`src/rtl/accel_fifo_bridge_pkg.sv`:
```
// Shared sizing constants for the accelerator FIFO bridge and its integrators.
package accel_fifo_bridge_pkg;

    localparam int unsigned DEFAULT_WIDTH = 32;
    localparam int unsigned DEFAULT_DEPTH = 8;
    localparam int unsigned DEFAULT_PTR_W = $clog2(DEFAULT_DEPTH);

    // Pointer width for a given depth; never narrower than one bit.
    function automatic int unsigned ptr_width(input int unsigned depth);
        return (depth > 1) ? $clog2(depth) : 1;
    endfunction

endpackage

```
`src/rtl/accel_fifo_bridge_sync_fifo.sv`:
```
// Single-clock FIFO with registered read data and reject strobes for error tracking.
module accel_fifo_bridge_sync_fifo
    import accel_fifo_bridge_pkg::*;
#(
    parameter int unsigned WIDTH = DEFAULT_WIDTH,
    parameter int unsigned DEPTH = DEFAULT_DEPTH
) (
    input  logic             clk,
    input  logic             reset,
    input  logic             push,
    input  logic             pop,
    input  logic [WIDTH-1:0] din,
    output logic [WIDTH-1:0] dout,
    output logic             empty,
    output logic             full,
    output logic             rej_push,
    output logic             rej_pop
);

    localparam int unsigned PW = ptr_width(DEPTH);
    localparam int unsigned CW = PW + 1;
    localparam logic [CW-1:0] FULL_CNT = CW'(DEPTH);

    logic [WIDTH-1:0] mem [DEPTH];
    logic [PW-1:0]    wr_ptr_q, rd_ptr_q;
    logic [CW-1:0]    count_q, count_d;
    logic [WIDTH-1:0] dout_q;
    logic             do_push, do_pop;

    // Flags come only from the registered count.
    assign empty = (count_q == '0);
    assign full  = (count_q == FULL_CNT);

    // Acceptance is judged on the pre-edge count, so at empty a pop never sees the new word.
    assign do_push  = push && !full;
    assign do_pop   = pop && !empty;
    assign rej_push = push && full;
    assign rej_pop  = pop && empty;
    assign dout     = dout_q;

    // Occupancy next state.
    always_comb begin
        count_d = count_q;
        unique case ({do_push, do_pop})
            2'b10:   count_d = count_q + CW'(1);
            2'b01:   count_d = count_q - CW'(1);
            default: count_d = count_q;
        endcase
    end

    // Pointers, count and read data register.
    always_ff @(posedge clk or negedge reset) begin
        if (!reset) begin
            wr_ptr_q <= '0;
            rd_ptr_q <= '0;
            count_q  <= '0;
            dout_q   <= '0;
        end else begin
            count_q <= count_d;
            if (do_push) wr_ptr_q <= wr_ptr_q + PW'(1);
            if (do_pop) begin
                rd_ptr_q <= rd_ptr_q + PW'(1);
                dout_q   <= mem[rd_ptr_q];
            end
        end
    end

    // Storage is not reset; stale entries are unreachable once the pointers clear.
    always_ff @(posedge clk) begin
        if (do_push) mem[wr_ptr_q] <= din;
    end

endmodule

```
`src/rtl/accel_fifo_bridge.sv`:
```
// Router/accelerator bridge: one FIFO toward the accelerator, one back to the router,
// with sticky overflow/underflow flags and a read-valid strobe for the accelerator.
module accel_fifo_bridge
    import accel_fifo_bridge_pkg::*;
#(
    parameter int unsigned WIDTH = DEFAULT_WIDTH,
    parameter int unsigned DEPTH = DEFAULT_DEPTH
) (
    input  logic             clk,
    input  logic             reset,
    input  logic             put_req,
    input  logic             get_req,
    input  logic [WIDTH-1:0] fifo_data_in,
    output logic [WIDTH-1:0] fifo_data_out,
    output logic             to_acc_empty,
    output logic             to_acc_full,
    output logic             from_acc_empty,
    output logic             from_acc_full,
    input  logic             acc_rd_req,
    output logic [WIDTH-1:0] acc_rd_data,
    output logic             acc_rd_valid,
    input  logic             acc_wr_req,
    input  logic [WIDTH-1:0] acc_wr_data,
    output logic             overflow,
    output logic             underflow
);

    logic to_rej_push, to_rej_pop, from_rej_push, from_rej_pop;
    logic overflow_q, underflow_q, acc_rd_valid_q;

    accel_fifo_bridge_sync_fifo #(
        .WIDTH (WIDTH),
        .DEPTH (DEPTH)
    ) u_to_fifo (
        .clk      (clk),
        .reset    (reset),
        .push     (put_req),
        .pop      (acc_rd_req),
        .din      (fifo_data_in),
        .dout     (acc_rd_data),
        .empty    (to_acc_empty),
        .full     (to_acc_full),
        .rej_push (to_rej_push),
        .rej_pop  (to_rej_pop)
    );

    accel_fifo_bridge_sync_fifo #(
        .WIDTH (WIDTH),
        .DEPTH (DEPTH)
    ) u_from_fifo (
        .clk      (clk),
        .reset    (reset),
        .push     (acc_wr_req),
        .pop      (get_req),
        .din      (acc_wr_data),
        .dout     (fifo_data_out),
        .empty    (from_acc_empty),
        .full     (from_acc_full),
        .rej_push (from_rej_push),
        .rej_pop  (from_rej_pop)
    );

    assign overflow     = overflow_q;
    assign underflow    = underflow_q;
    assign acc_rd_valid = acc_rd_valid_q;

    // Sticky error flags and the one-cycle read-valid strobe.
    always_ff @(posedge clk or negedge reset) begin
        if (!reset) begin
            overflow_q     <= 1'b0;
            underflow_q    <= 1'b0;
            acc_rd_valid_q <= 1'b0;
        end else begin
            overflow_q     <= overflow_q | to_rej_push | from_rej_push;
            underflow_q    <= underflow_q | to_rej_pop | from_rej_pop;
            acc_rd_valid_q <= acc_rd_req && !to_acc_empty;
        end
    end

endmodule

```
`config.mk`:
```
export PLATFORM = sky130hd
export DESIGN_NAME = accel_fifo_bridge
export DESIGN_NICKNAME = d
export VERILOG_FILES = /design/src/rtl/accel_fifo_bridge_pkg.sv /design/src/rtl/accel_fifo_bridge_sync_fifo.sv /design/src/rtl/accel_fifo_bridge.sv
export SDC_FILE = /design/constraint.sdc
export NUM_CORES = 1
export LEC_CHECK = 0
export CAP_MARGIN = 20
export CORE_MARGIN = 8
export CORE_UTILIZATION = 45
export DETAILED_ROUTE_END_ITERATION = 12
export GPL_TIMING_DRIVEN = 0
export PLACE_DENSITY = 0.72
export SLEW_MARGIN = 5
export SYNTH_ARGS = -nofsm -noshare
export SYNTH_HDL_FRONTEND = slang
export SYNTH_SLANG_ARGS = --single-unit
```
`constraint.sdc`:
```
create_clock -name clk -period 6.05 [get_ports clk]
set_input_delay 0.605 -clock clk [delete_from_list [all_inputs] [get_ports clk]]
set_output_delay 0.605 -clock clk [all_outputs]
set_load 0.05 [all_outputs]
```
==> impl_metrics.py <==
metrics = {
    "sta": {
        "relSlewSlack": 0.3779,
        "setup_viol": 0,
        "finalHoldViolCount": 0,
        "fin_worst_skew_ns": 0.01440,
        "timing_max_transition_violations_final": 0,
        "max_freq_mhz": 328.1,
        "rsz0062_at_grt": "false",
        "fin_crit_sh": 0.5038,
        "fin_crit_ns": 3.048,
        "holdWs_ns": 0.03861,
        "tightest_slew_ns": 0.9281,
    },
    "yosys": {
        "synth_compound_area_frac": 0.06170,
        "synthMuxAreaShare": 0.1191,
        "synth_fa_ha_area_frac": 0.005426,
        "seq_area_frac_synth": 0.7612,
        "ys_ff_latch": 599,
        "synthSimpleGateAreaFrac": 0.02746,
        "syn_inst": 1292,
        "synth_top_family_by_area": "multiplexers",
        "syn-mean-instance-area_um2": 17.85,
        "synthXorXnorAreaFrac": 0.006457,
        "ys.warnings.count": 0,
        "synth_cell_type_count": 38,
        "syn_area_mm2": 0.02306,
        "synth_nets": 1372,
    },
    "route": {
        "first_iter_violations": 997,
        "wl_per_cell_um": 23.62,
        "drc_errors": 0,
        "via_per_inst": 5.555,
        "vias": 12560,
        "wl_um": 53400,
        "ant_nets": 0,
        "dr.pass1.iters": 5,
    },
    "grt": {
        "grt_max_degree": 49,
        "grt_antenna_before_repair": 5,
        "grt_pass1_wl_um": 81340,
        "grt_overflow": 0,
        "grt_pass1_vias": 13310,
        "track_usage": 0.1781,
    },
    "place": {
        "postPlaceCellArea_mm2": 0.02587,
        "place_congestion": 0.7744,
        "portBuffers": 140,
        "place_hpwl_um": 34630,
        "dp_cells": 2147,
    },
    "floorplan": {
        "die_h_um": 242.4,
        "die_x_um": 242.4,
        "coreArea_mm2": 0.05099,
        "num_rows": 83,
        "start_util": 0.4522,
        "io_pins": 141,
        "fp.dieArea_mm2": 0.05874,
    },
    "cells_and_area": {
        "drive_gt1_frac": 0.2041,
        "syn2layout_area_growth_pct": 20.61,
        "n_fill_cell": 3957,
        "instances_no_fill": 2261,
        "regArea_mm2": 0.01755,
        "nNetsFinal": 1608,
        "multi_input_area_mm2": 0.005179,
        "stdcell_area_mm2": 0.02781,
    },
    "clocking": {
        "cts_hold_buf": 0,
        "clk_latency_ns": 0.60,
        "numCtsBuffers": 59,
        "cts.reportedPaths.clkPinSlew_ns": 0.06,
        "post_cts_buffers": 0,
        "cts_tree": "built",
        "h-tree-depth": 2,
        "postCtsResizedCells": 0,
        "cts.sinks": 599,
        "clock_path_buffers": 3,
        "root_buffer": "clkbuf_16",
    },
    "power_and_ir_drop": {
        "clockPowerShare": 0.254,
        "power.density_mw_per_mm2": 513.9,
        "power_frac_comb": 0.347,
        "vdd_drop_max_mv": 0.4282,
        "netSwitchingPower_mw": 4.997,
        "switching_share": 0.3497,
        "power_frac_seq": 0.399,
        "p_leak_nw": 9.702,
        "p_int_mw": 9.295,
    },
    "worst_setup_path": {
        "path_max_fanout": 7,
        "critPathLaunchType": "flip-flop",
        "worstSetupPathType": "reg2out",
        "crit_arrival_ns": 2.44,
        "required_ns": 5.44,
        "endpoint_kind": "primary output",
    },
    "outcome": {
        "outcome": "completed",
    },
    "min_path": {
        "hp-class": "in2async",
    },
    "job": {
        "cap_viol_max_count": 0,
    },
}
layer usage:
layer  routed length, um  global-route usage  up-vias
met4                1346             0.05676        6
li1                    -                   -     5586
met5                  37                   0        -
met2               27060              0.3090      401
met1               21520              0.2209     6463
met3                3429             0.03803      104
stage by stage:
step	setup TNS, ns	setup WS, ns	total power, mW	utilization
5_1_grt	0	2.900	14.88	0.5453
3_5_place_dp	0	2.610	10.76	0.5074
3_3_place_gp	-129.90	-1.843	10.54	0.4964
2_1_floorplan	0	1.276	8.955	-
6_report	0	3.002	14.29	0.5454
4_1_cts	0	2.934	14.39	0.5453
power groups by stage:
stage	Combinational [mW]	Sequential (mW)	Clock [mW]
after global placement	4.74	5.80	0
after floorplan	2.47	6.48	0
after global routing	5.27	5.77	3.84
after detailed placement	4.98	5.78	0
after CTS	5.01	5.70	3.68
final	4.96	5.71	3.63
state kept, by name (all words and copies together) (netlist names):
register              flops
u_to_fifo.rd_ptr_q        3
u_to_fifo.mem           256
u_from_fifo.count_q       4
u_from_fifo.rd_ptr_q      3
u_to_fifo.dout           32
u_to_fifo.wr_ptr_q        3
acc_rd_valid              1
u_from_fifo.wr_ptr_q      3
underflow                 1
u_from_fifo.dout         32
u_from_fifo.mem         256
overflow                  1
u_to_fifo.count_q         4
critical path, cell delays in order, from the launching register on:
cell	delay (ns)
dfrtp_1	0.36
clkbuf_1	0.20
nor4b_2	0.41
clkdlybuf4s50_1	0.88
path summary, 6_finish.rpt:
| kind | to | cells after the start | start | slack (ns) |
|---|---|---|---|---|
| worst min register to register | overflow$_DFF_PN0_ | 1 | overflow$_DFF_PN0_ | 0.48 |
| worst min-delay path | u_from_fifo.dout[13]$_DFFE_PN0P_ | 1 | reset | 0.04 |
| worst max-delay path | from_acc_full | 3 | u_from_fifo.count_q[1]$_DFFE_PN0P_ | 3.00 |
| min in group clk | overflow$_DFF_PN0_ | 1 | overflow$_DFF_PN0_ | 0.48 |
| worst max register to register | u_to_fifo.mem[1][21]$_DFFE_PP_ | 6 | u_to_fifo.count_q[0]$_DFFE_PN0P_ | 3.13 |
| max in group asynchronous | u_to_fifo.dout[31]$_DFFE_PN0P_ | 2 | reset | 5.25 |
layout make-up:
cell class / instances / area share
sequential: 599 / 0.6311
multi-input combinational: 620 / 0.1862
timing repair buffer: 175 / 0.06695
clock buffer: 81 / 0.05975
tap: 680 / 0.03059
buffer: 69 / 0.01498
clock inverter: 30 / 0.009583
inverter: 4 / 0.0005399
antenna: 3 / 0.0002699
cells by family (layout without fill, tap and decap cells):
kind of cell	count (synthesis)	count (layout)
adder cells (fa/ha/maj)	10	10
multiplexers	258	258
buffers and inverters	73	359
AO/OA/AOI/OAI	200	200
other	0	3
flip-flops	599	599
AND/OR/NAND/NOR	135	135
XOR/XNOR	17	17
layout by cell type, fill, tap and decap left out, types with 19 or more instances in the layout:
master,count
o21ai_1,59
mux2_2,130
nand2_1,88
clkbuf_1,36
a221o_1,21
a22oi_1,45
buf_4,37
edfxtp_1,512
dfrtp_1,87
o221ai_1,45
clkbuf_16,61
clkdlybuf4s50_1,139
o22ai_1,19
mux2i_1,128
Yosys cell counts, drive strengths merged:
cell | instances | area (um^2)
a2111oi | 1 | 8.760
a211o | 1 | 8.760
a21oi | 3 | 15.01
a221o | 21 | 210.2
a22oi | 45 | 337.8
a41oi | 1 | 8.760
buf | 45 | 324.1
clkbuf | 24 | 92.59
dfrtp | 87 | 2177
edfxtp | 512 | 15370
ha | 10 | 125.1
inv | 4 | 15.01
mux2 | 130 | 1464
mux2i | 128 | 1281
nand2 | 88 | 330.3
nand2b | 11 | 68.82
nand3 | 1 | 5.000
nand3b | 2 | 15.01
nor2 | 14 | 52.55
nor2b | 4 | 25.02
nor3 | 7 | 35.03
nor3b | 1 | 7.510
nor4 | 4 | 55.05
nor4b | 3 | 38.79
o21ai | 64 | 320.3
o221ai | 45 | 394.1
o22ai | 19 | 118.9
xnor2 | 10 | 87.58
xor2 | 7 | 61.31
Note: power is estimated with default switching activity, not from simulation.
